==> src/rtl/regbus_bridge.sv <==
// Byte-stream to register-bus bridge: decodes read/write commands from the host
// link, issues one register access, and streams back a status/data response.
module regbus_bridge #(
  parameter int TIMEOUT = 1024
) (
  input  logic        clk,
  input  logic        rst,
  input  logic [7:0]  rxdata,
  input  logic        rxvalid,
  output logic        rxready,
  output logic [7:0]  txdata,
  output logic        txvalid,
  input  logic        txready,
  output logic        regreq,
  output logic        regwr,
  output logic [11:0] regaddr,
  output logic [31:0] regwdata,
  input  logic        regack,
  input  logic        regerr,
  input  logic [31:0] regrdata,
  output logic [2:0]  dbg_state
);

  localparam int CW = $clog2(TIMEOUT) + 1;

  typedef enum logic [2:0] {IDLE, ADDRH, ADDRL, WDATA, REQ, WAIT, RESP} state_t;

  // Handshakes: a byte moves on rx when rxvalid && rxready, on tx when
  // txvalid && txready; txvalid/txdata never change while txready is low.
  state_t          state, state_nxt;
  logic [CW-1:0]   cnt;
  logic [1:0]      wcnt;
  logic [39:0]     resp_sr;
  logic [2:0]      resp_len;
  logic            rx_fire, tx_fire, tout, cmd_ok;

  assign rx_fire   = rxvalid && rxready;
  assign tx_fire   = txvalid && txready;
  assign tout      = (cnt == CW'(TIMEOUT - 1));
  assign cmd_ok    = (rxdata == 8'h01) || (rxdata == 8'h02);
  assign dbg_state = state;

  always_ff @(posedge clk) begin
    if (rst) state <= IDLE;
    else     state <= state_nxt;
  end

  always_comb begin
    state_nxt = state;
    rxready   = 1'b0;
    txvalid   = 1'b0;
    regreq    = 1'b0;
    txdata    = resp_sr[39:32];
    case (state)
      IDLE: begin
        rxready = !rst;
        if (rx_fire) state_nxt = cmd_ok ? ADDRH : RESP;
      end
      ADDRH: begin
        rxready = !rst;
        if (rx_fire) state_nxt = ADDRL;
      end
      ADDRL: begin
        rxready = !rst;
        if (rx_fire) state_nxt = regwr ? WDATA : REQ;
      end
      WDATA: begin
        rxready = !rst;
        if (rx_fire && wcnt == 2'd3) state_nxt = REQ;
      end
      REQ: begin
        regreq    = !rst;
        state_nxt = WAIT;
      end
      WAIT: begin
        // An ack in the final counted cycle still takes priority over timeout.
        if (regack || tout) state_nxt = RESP;
      end
      RESP: begin
        txvalid = !rst;
        if (tx_fire && resp_len == 3'd1) state_nxt = IDLE;
      end
      default: state_nxt = IDLE;
    endcase
  end

  always_ff @(posedge clk) begin
    if (rst) begin
      regwr    <= 1'b0;
      regaddr  <= '0;
      regwdata <= '0;
      wcnt     <= '0;
      cnt      <= '0;
      resp_sr  <= '0;
      resp_len <= '0;
    end else begin
      // Counter only runs while staying in WAIT, so it stops at TIMEOUT-1.
      cnt <= (state == WAIT && state_nxt == WAIT) ? cnt + CW'(1) : '0;
      case (state)
        IDLE: if (rx_fire) begin
          if (cmd_ok) begin
            regwr    <= (rxdata == 8'h02);
            regwdata <= '0;
            wcnt     <= '0;
          end else begin
            resp_sr  <= {8'hEE, 32'h0};
            resp_len <= 3'd1;
          end
        end
        ADDRH: if (rx_fire) regaddr[11:8] <= rxdata[3:0];
        ADDRL: if (rx_fire) regaddr[7:0]  <= rxdata;
        WDATA: if (rx_fire) begin
          regwdata <= {regwdata[23:0], rxdata};
          wcnt     <= wcnt + 2'd1;
        end
        WAIT: begin
          if (regack) begin
            if (regerr) begin
              resp_sr  <= {8'h01, 32'h0};
              resp_len <= 3'd1;
            end else if (regwr) begin
              resp_sr  <= {8'h00, 32'h0};
              resp_len <= 3'd1;
            end else begin
              resp_sr  <= {8'h00, regrdata};
              resp_len <= 3'd5;
            end
          end else if (tout) begin
            resp_sr  <= {8'hEF, 32'h0};
            resp_len <= 3'd1;
          end
        end
        RESP: if (tx_fire) begin
          resp_sr  <= {resp_sr[31:0], 8'h00};
          resp_len <= resp_len - 3'd1;
        end
        default: ;
      endcase
    end
  end

endmodule

==> config.mk <==
export PLATFORM = sky130hd
export DESIGN_NAME = regbus_bridge
export DESIGN_NICKNAME = d
export VERILOG_FILES = /design/src/rtl/regbus_bridge.sv
export SDC_FILE = /design/constraint.sdc
export NUM_CORES = 1
export LEC_CHECK = 0
export ABC_CLOCK_PERIOD_IN_PS = 2500
export BUFFER_PORTS_ARGS = -buffer_cell sky130_fd_sc_hd__buf_2
export CAP_MARGIN = 25
export CORE_MARGIN = 5
export CORE_UTILIZATION = 54
export CTS_CLUSTER_SIZE = 16
export DETAILED_ROUTE_END_ITERATION = 7
export HOLD_SLACK_MARGIN = 0.05
export PLACE_DENSITY = 0.88
export RECOVER_POWER = 25
export SLEW_MARGIN = 10
export SYNTH_ARGS = -nofsm -noshare
export SYNTH_HDL_FRONTEND = slang
export SYNTH_SLANG_ARGS = --single-unit
==> constraint.sdc <==
create_clock -name clk -period 2.5 [get_ports clk]
set_clock_uncertainty 0.05 [all_clocks]
set_input_delay 0.625 -clock clk [delete_from_list [all_inputs] [get_ports clk]]
set_output_delay 0.625 -clock clk [all_outputs]
set_load 0.02 [all_outputs]
==> results of run 1 <==
==> per-layer routing <==
layer | up-vias | track usage
met5 | - | 0
met4 | 0 | 0.06375
met1 | 1971 | 0.3041
li1 | 2085 | -
met3 | 15 | 0.04736
met2 | 137 | 0.3389
==> cell type report <==
type	instances	area, µm²	share of cell area
clock buffers	9	123.9	0.02274
clock inverters	7	61.31	0.01126
inverters	7	26.28	0.004824
multi-input cells	372	2292	0.4209
flip-flops and latches	104	2082	0.3823
well taps	108	135.1	0.02481
repair buffers	131	725.7	0.1332
==> worst max-delay path, cell delays in order, from the launching register on <==
cell and delay [ps]:
dfxtp_1 460, inv_2 210, nand3_1 170, nor2_1 260, buf_2 220
==> synthesized netlist by cell type (all sizes together) (2+ instances only) <==
library cell,n,area (µm²)
a211oi,7,57.55
a21o,2,15.01
a21oi,79,395.4
a22o,8,70.07
a311oi,24,360.4
and3,5,31.28
and3b,3,26.28
buf,22,157.6
clkbuf,32,120.1
dfxtp,104,2082
ha,4,50.05
inv,7,26.28
mux2i,9,90.09
nand2,77,289.0
nand2b,4,25.02
nand3,44,220.2
nand3b,2,15.01
nand4,2,12.51
nor2,30,112.6
nor2b,3,18.77
nor3,5,25.02
nor3b,3,27.52
nor4,2,18.77
o21ai,28,140.1
xnor2,4,35.03
xor2,6,52.55
==> stage by stage <==
step	cell area, µm²	hold WS [ps]	instances	utilization
after floorplan	4666	376.1	537	-
after global placement	5311	389.3	722	0.6212
after detailed placement	5311	395.6	722	0.6212
after CTS	5497	406.2	738	0.6428
after global routing	5446	400.4	738	0.6370
final	5446	408.8	738	0.6370
==> report_power, final <==
| group | switching (µW) | internal, µW | leakage [µW] |
|---|---|---|---|
| Combinational | 415 | 304 | 0.000990 |
| Sequential | 78.0 | 1770 | 0.000843 |
| Clock | 612 | 381 | 0.0000888 |
==> flip-flops by register name, summed over array words and instances, names as in the netlist <==
signal and flops:
resp_len 3, cnt 11, regaddr 12, dbg_state 3, resp_sr 40, regwr 1, wcnt 2, regwdata 32
==> worst paths after layout <==
kind | cells past startpoint | slack [ps] | endpoint | from
hold / removal | 2 | 410 | regaddr[10]$_SDFFE_PP0P_ | regaddr[10]$_SDFFE_PP0P_
hold reg to reg | 2 | 410 | regaddr[10]$_SDFFE_PP0P_ | regaddr[10]$_SDFFE_PP0P_
setup / recovery | 4 | 140 | txvalid | dbg_state[0]$_SDFF_PP0_
setup reg to reg | 6 | 230 | resp_sr[1]$_SDFFE_PP0P_ | cnt[0]$_SDFF_PP0_
==> kinds of logic after synthesis <==
| group | Yosys count | synth area share |
|---|---|---|
| xor gates and xnor gates | 10 | 0.01877 |
| muxes | 10 | 0.02172 |
| and+or+nand+nor | 187 | 0.1891 |
| adders and majority gates | 4 | 0.01073 |
| DFF | 104 | 0.4462 |
| buffers and inverters | 61 | 0.06517 |
| AOI/OAI and AO/OA | 161 | 0.2483 |
==> impl_metrics.ini, run 1 <==
[placement]
dp_hpwl_mm = 8.376
place_congestion = 0.8480
io_buffer_count = 104
pre_cts_ws_ps = -34.58

[timing]
rsz0062_at_grt = false
final-hold-violation-count = 0
fin_crit_ps = 2362
max-slew-margin-rel = 0.5978
max_freq_mhz = 423.5
finalWorstSetupSlack_ps = 138.5
tns_ps = 0
finalSetupViolations = 0
tightest_slew_ps = 603.3
period_share = 0.9446
maxSlewViolCount = 0

[run]
cap_viol_max_count = 0

[clock_tree]
clock_tree.root_cell = clkbuf_8
insertion_delay_ps = 370
tritoncts = yes
post_cts_resize_count = 0
htree_num_levels = 3
cts-buffers-inserted = 9
ctsHoldBuffers = 0
clockBufferDepth = 2
postCtsSetupBuffers = 0
numClockSinks = 104
clkSlewWorstSetupHoldPaths_ps = 90

[floorplan]
die_area_um2 = 10600
boundaryPins = 105
std_cell_rows = 34
die_x_um = 103.0
die_height_um = 103.0
core-area_um2 = 8551
start_util = 0.5457

[yosys]
ys_warn_count = 0
async_flop_share = 0
yosysSeqAreaShare = 0.4462
synthesis.nets = 587
synth_area_um2 = 4666
synth_ff_type = dfxtp_1
yosysUniqueCellTypes = 53
syn_inst = 537
avgSynthCellArea_um2 = 8.689
synth_edf_count = 0
synth_seq_cells = 104

[outcome]
outcome = completed

[drt]
first_pass_iters = 5
wl_per_cell_um = 15.68
drt_iter0_drc = 271
dr_total_vias = 4208
drt-met1-wl_mm = 5.072
highest_layer = met4
routed-wl-met3_um = 689
drc = 0
wl_met2_mm = 5.636
routed_wl_mm = 11.58
via_per_inst = 5.702
drtAntennaViolNets = 0

[power]
leakagePower_uw = 0.001922
ir_worst_vdd_mv = 0.3796
p_per_area_nw_per_um2 = 653.0
p_total_uw = 3556

[final_layout]
drive_above_1_share = 0.2238
layout_commonest_cell = dfxtp_1
num_antenna_cells = 0
area_delta_synth_final_pct = 16.73
layout_common_cells = dfxtp_1 (104), a21oi_1 (78), nand2_1 (77)
nFillCells = 720
finish.net_count = 675

[setup_path]
cp_max_fo = 13
start_kind = register
cp_data_arrival_time_ps = 1690
critPathKind = reg -> out
crit_path_end_kind = output port
cp.required_ps = 1820

[global_routing]
grt_max_degree = 44
grt_pass1_vias = 3866
grtUsageTotal = 0.2177
grt_remaining_overflow = 0
antenna_found_initial = 0
grt_pass1_wl_mm = 18.53

[worst_hold_path]
hold_class = reg -> reg
Note: power is estimated with default switching activity, not from simulation.
==> run 2, diff against run 1 <==
Settings changed: CORE_UTILIZATION 54 to 56, CTS_BUF_LIST set to sky130_fd_sc_hd__clkbuf_4, PLACE_DENSITY 0.88 to 0.9.
==> run 2 against run 1 <==
Sequential share of layout area rose by 0.55 points; highest routed layer unchanged; design area fell by 1.4%; final cell count fell by 0.68%; via count rose by 2.3%; sequential cell count did not move; wire length fell by 0.22%; critical path depth did not move; die area fell by 3.2%; hold slack got worse by 95 ps; total power fell by 5.0%; clock power fell by 19%; worst setup slack improved by 28 ps.
==> impl_metrics.ini, run 2 (same netlist as run 1, synthesis figures left out) <==
[outcome]
outcome = completed

[clock_tree]
clockBufferDepth = 2
clkSlewWorstSetupHoldPaths_ps = 160
clock_tree.root_cell = clkbuf_4
postCtsSetupBuffers = 0
cts-buffers-inserted = 9
tritoncts = yes
insertion_delay_ps = 460
htree_num_levels = 3
ctsHoldBuffers = 0
numClockSinks = 104

[drt]
drtAntennaViolNets = 0
drt_iter0_drc = 274
wl_per_cell_um = 15.76
routed_wl_mm = 11.55
drc = 0
first_pass_iters = 5
dr_total_vias = 4305
via_per_inst = 5.873

[setup_path]
start_kind = register
cp_data_arrival_time_ps = 1660
critPathKind = reg -> out
cp.required_ps = 1820
cp_max_fo = 16
crit_path_end_kind = output port

[timing]
final-hold-violation-count = 0
finalSetupViolations = 0
rsz0062_at_grt = false
max_freq_mhz = 428.5
maxSlewViolCount = 0
period_share = 0.9334
tightest_slew_ps = 618.2
finalWorstSetupSlack_ps = 166.4
fin_crit_ps = 2334
max-slew-margin-rel = 0.5879

[power]
p_int_uw = 2302
ir_worst_vdd_mv = 0.3688
swShare = 0.3186
power.clock.fraction = 0.239
p_per_area_nw_per_um2 = 628.9
pwr-share-comb = 0.217
power.switching_uw = 1077
pwr-share-seq = 0.544
leakagePower_uw = 0.001957

[floorplan]
start_util = 0.5707
die_area_um2 = 10260
boundaryPins = 105
die_height_um = 101.3
core-area_um2 = 8175
die_x_um = 101.3
std_cell_rows = 33

[final_layout]
num_antenna_cells = 0
top_register = resp_sr
layout_common_cells = dfxtp_1 (103), buf_2 (80), nand2_1 (77), a21oi_1 (77), nand3_1 (44)
final_core_utilization = 0.6572
top_regs = resp_sr x40, regwdata x32, regaddr x12
layout_commonest_cell = dfxtp_1
drive_above_1_share = 0.2484
finish.net_count = 673
area_delta_synth_final_pct = 15.15
largest_reg_flops = 40

[placement]
io_buffer_count = 104
dp_hpwl_mm = 8.363
place_congestion = 0.8645
pre_cts_ws_ps = -65.76

[global_routing]
grt_use_met3 = 0.06129
grt_use_met2 = 0.3702
grt_use_met1 = 0.2895
grt_pass1_wl_mm = 19.13
grt_max_degree = 56
grt_remaining_overflow = 0
grtUsageTotal = 0.2279
grt_pass1_vias = 4156
antenna_found_initial = 0
grt_busiest_layer = met2

[run]
cap_viol_max_count = 0

[worst_hold_path]
hold_class = in -> reg
run 2: worst max-delay path: stages (launching register included):
cell and delay [ps]:
dfxtp_1 390, buf_4 210, nand3_1 170, nor2_1 230, buf_2 210
run 2: power by group through the flow:
stage	Clock [µW]	Sequential (µW)	Combinational [µW]
floorplan	0	1870	547
CTS	816	1840	737
finish	807	1840	733
global placement	0	1870	697
global route	890	1850	798
detailed placement	0	1870	735
run 2: final cells by class:
| cell class | count | area, µm² |
|---|---|---|
| Clock buffer | 10 | 75.07 |
| Clock inverter | 6 | 50.05 |
| Fill cell | 688 | 2803 |
| Inverter | 7 | 26.28 |
| Multi-Input combinational cell | 372 | 2301 |
| Sequential cell | 104 | 2083 |
| Tap cell | 105 | 131.4 |
| Timing Repair Buffer | 129 | 705.7 |
run 2: what timing repair did:
item,in CTS,in global routing
resized for setup,0,4
setup endpoints to repair,0,8
hold endpoints to repair,0,0
run 2: final timing paths:
path,cells past startpoint,startpoint,to,slack (ps)
worst min-delay path,2,regrdata[4],resp_sr[4]$_SDFFE_PP0P_,310
worst max register to register,6,cnt[0]$_SDFF_PP0_,cnt[10]$_SDFF_PP0_,270
worst max-delay path,4,dbg_state[1]$_SDFF_PP0_,txvalid,170
worst min register to register,2,regwdata[27]$_SDFFE_PP0P_,regwdata[27]$_SDFFE_PP0P_,420
run 2: stage by stage:
step / TNS, ps / cell area (µm²) / instances / total power (µW) / hold slack (ps)
after floorplan: 0 / 4666 / 537 / 2416 / 376.1
after global placement: 0 / 5293 / 717 / 2565 / 387.7
after detailed placement: -549.0 / 5293 / 717 / 2605 / 394.6
after CTS: 0 / 5418 / 733 / 3388 / 293.6
after global routing: 0 / 5373 / 733 / 3541 / 277.2
final: 0 / 5373 / 733 / 3379 / 313.3
run 2: routing by layer:
layer / share of wire / up-vias / wire (µm)
met4: 0.022 / 0 / 259
met3: 0.065 / 23 / 750
li1: - / 2082 / -
met5: 0 / - / 0
met2: 0.49 / 141 / 5647
met1: 0.42 / 2059 / 4891
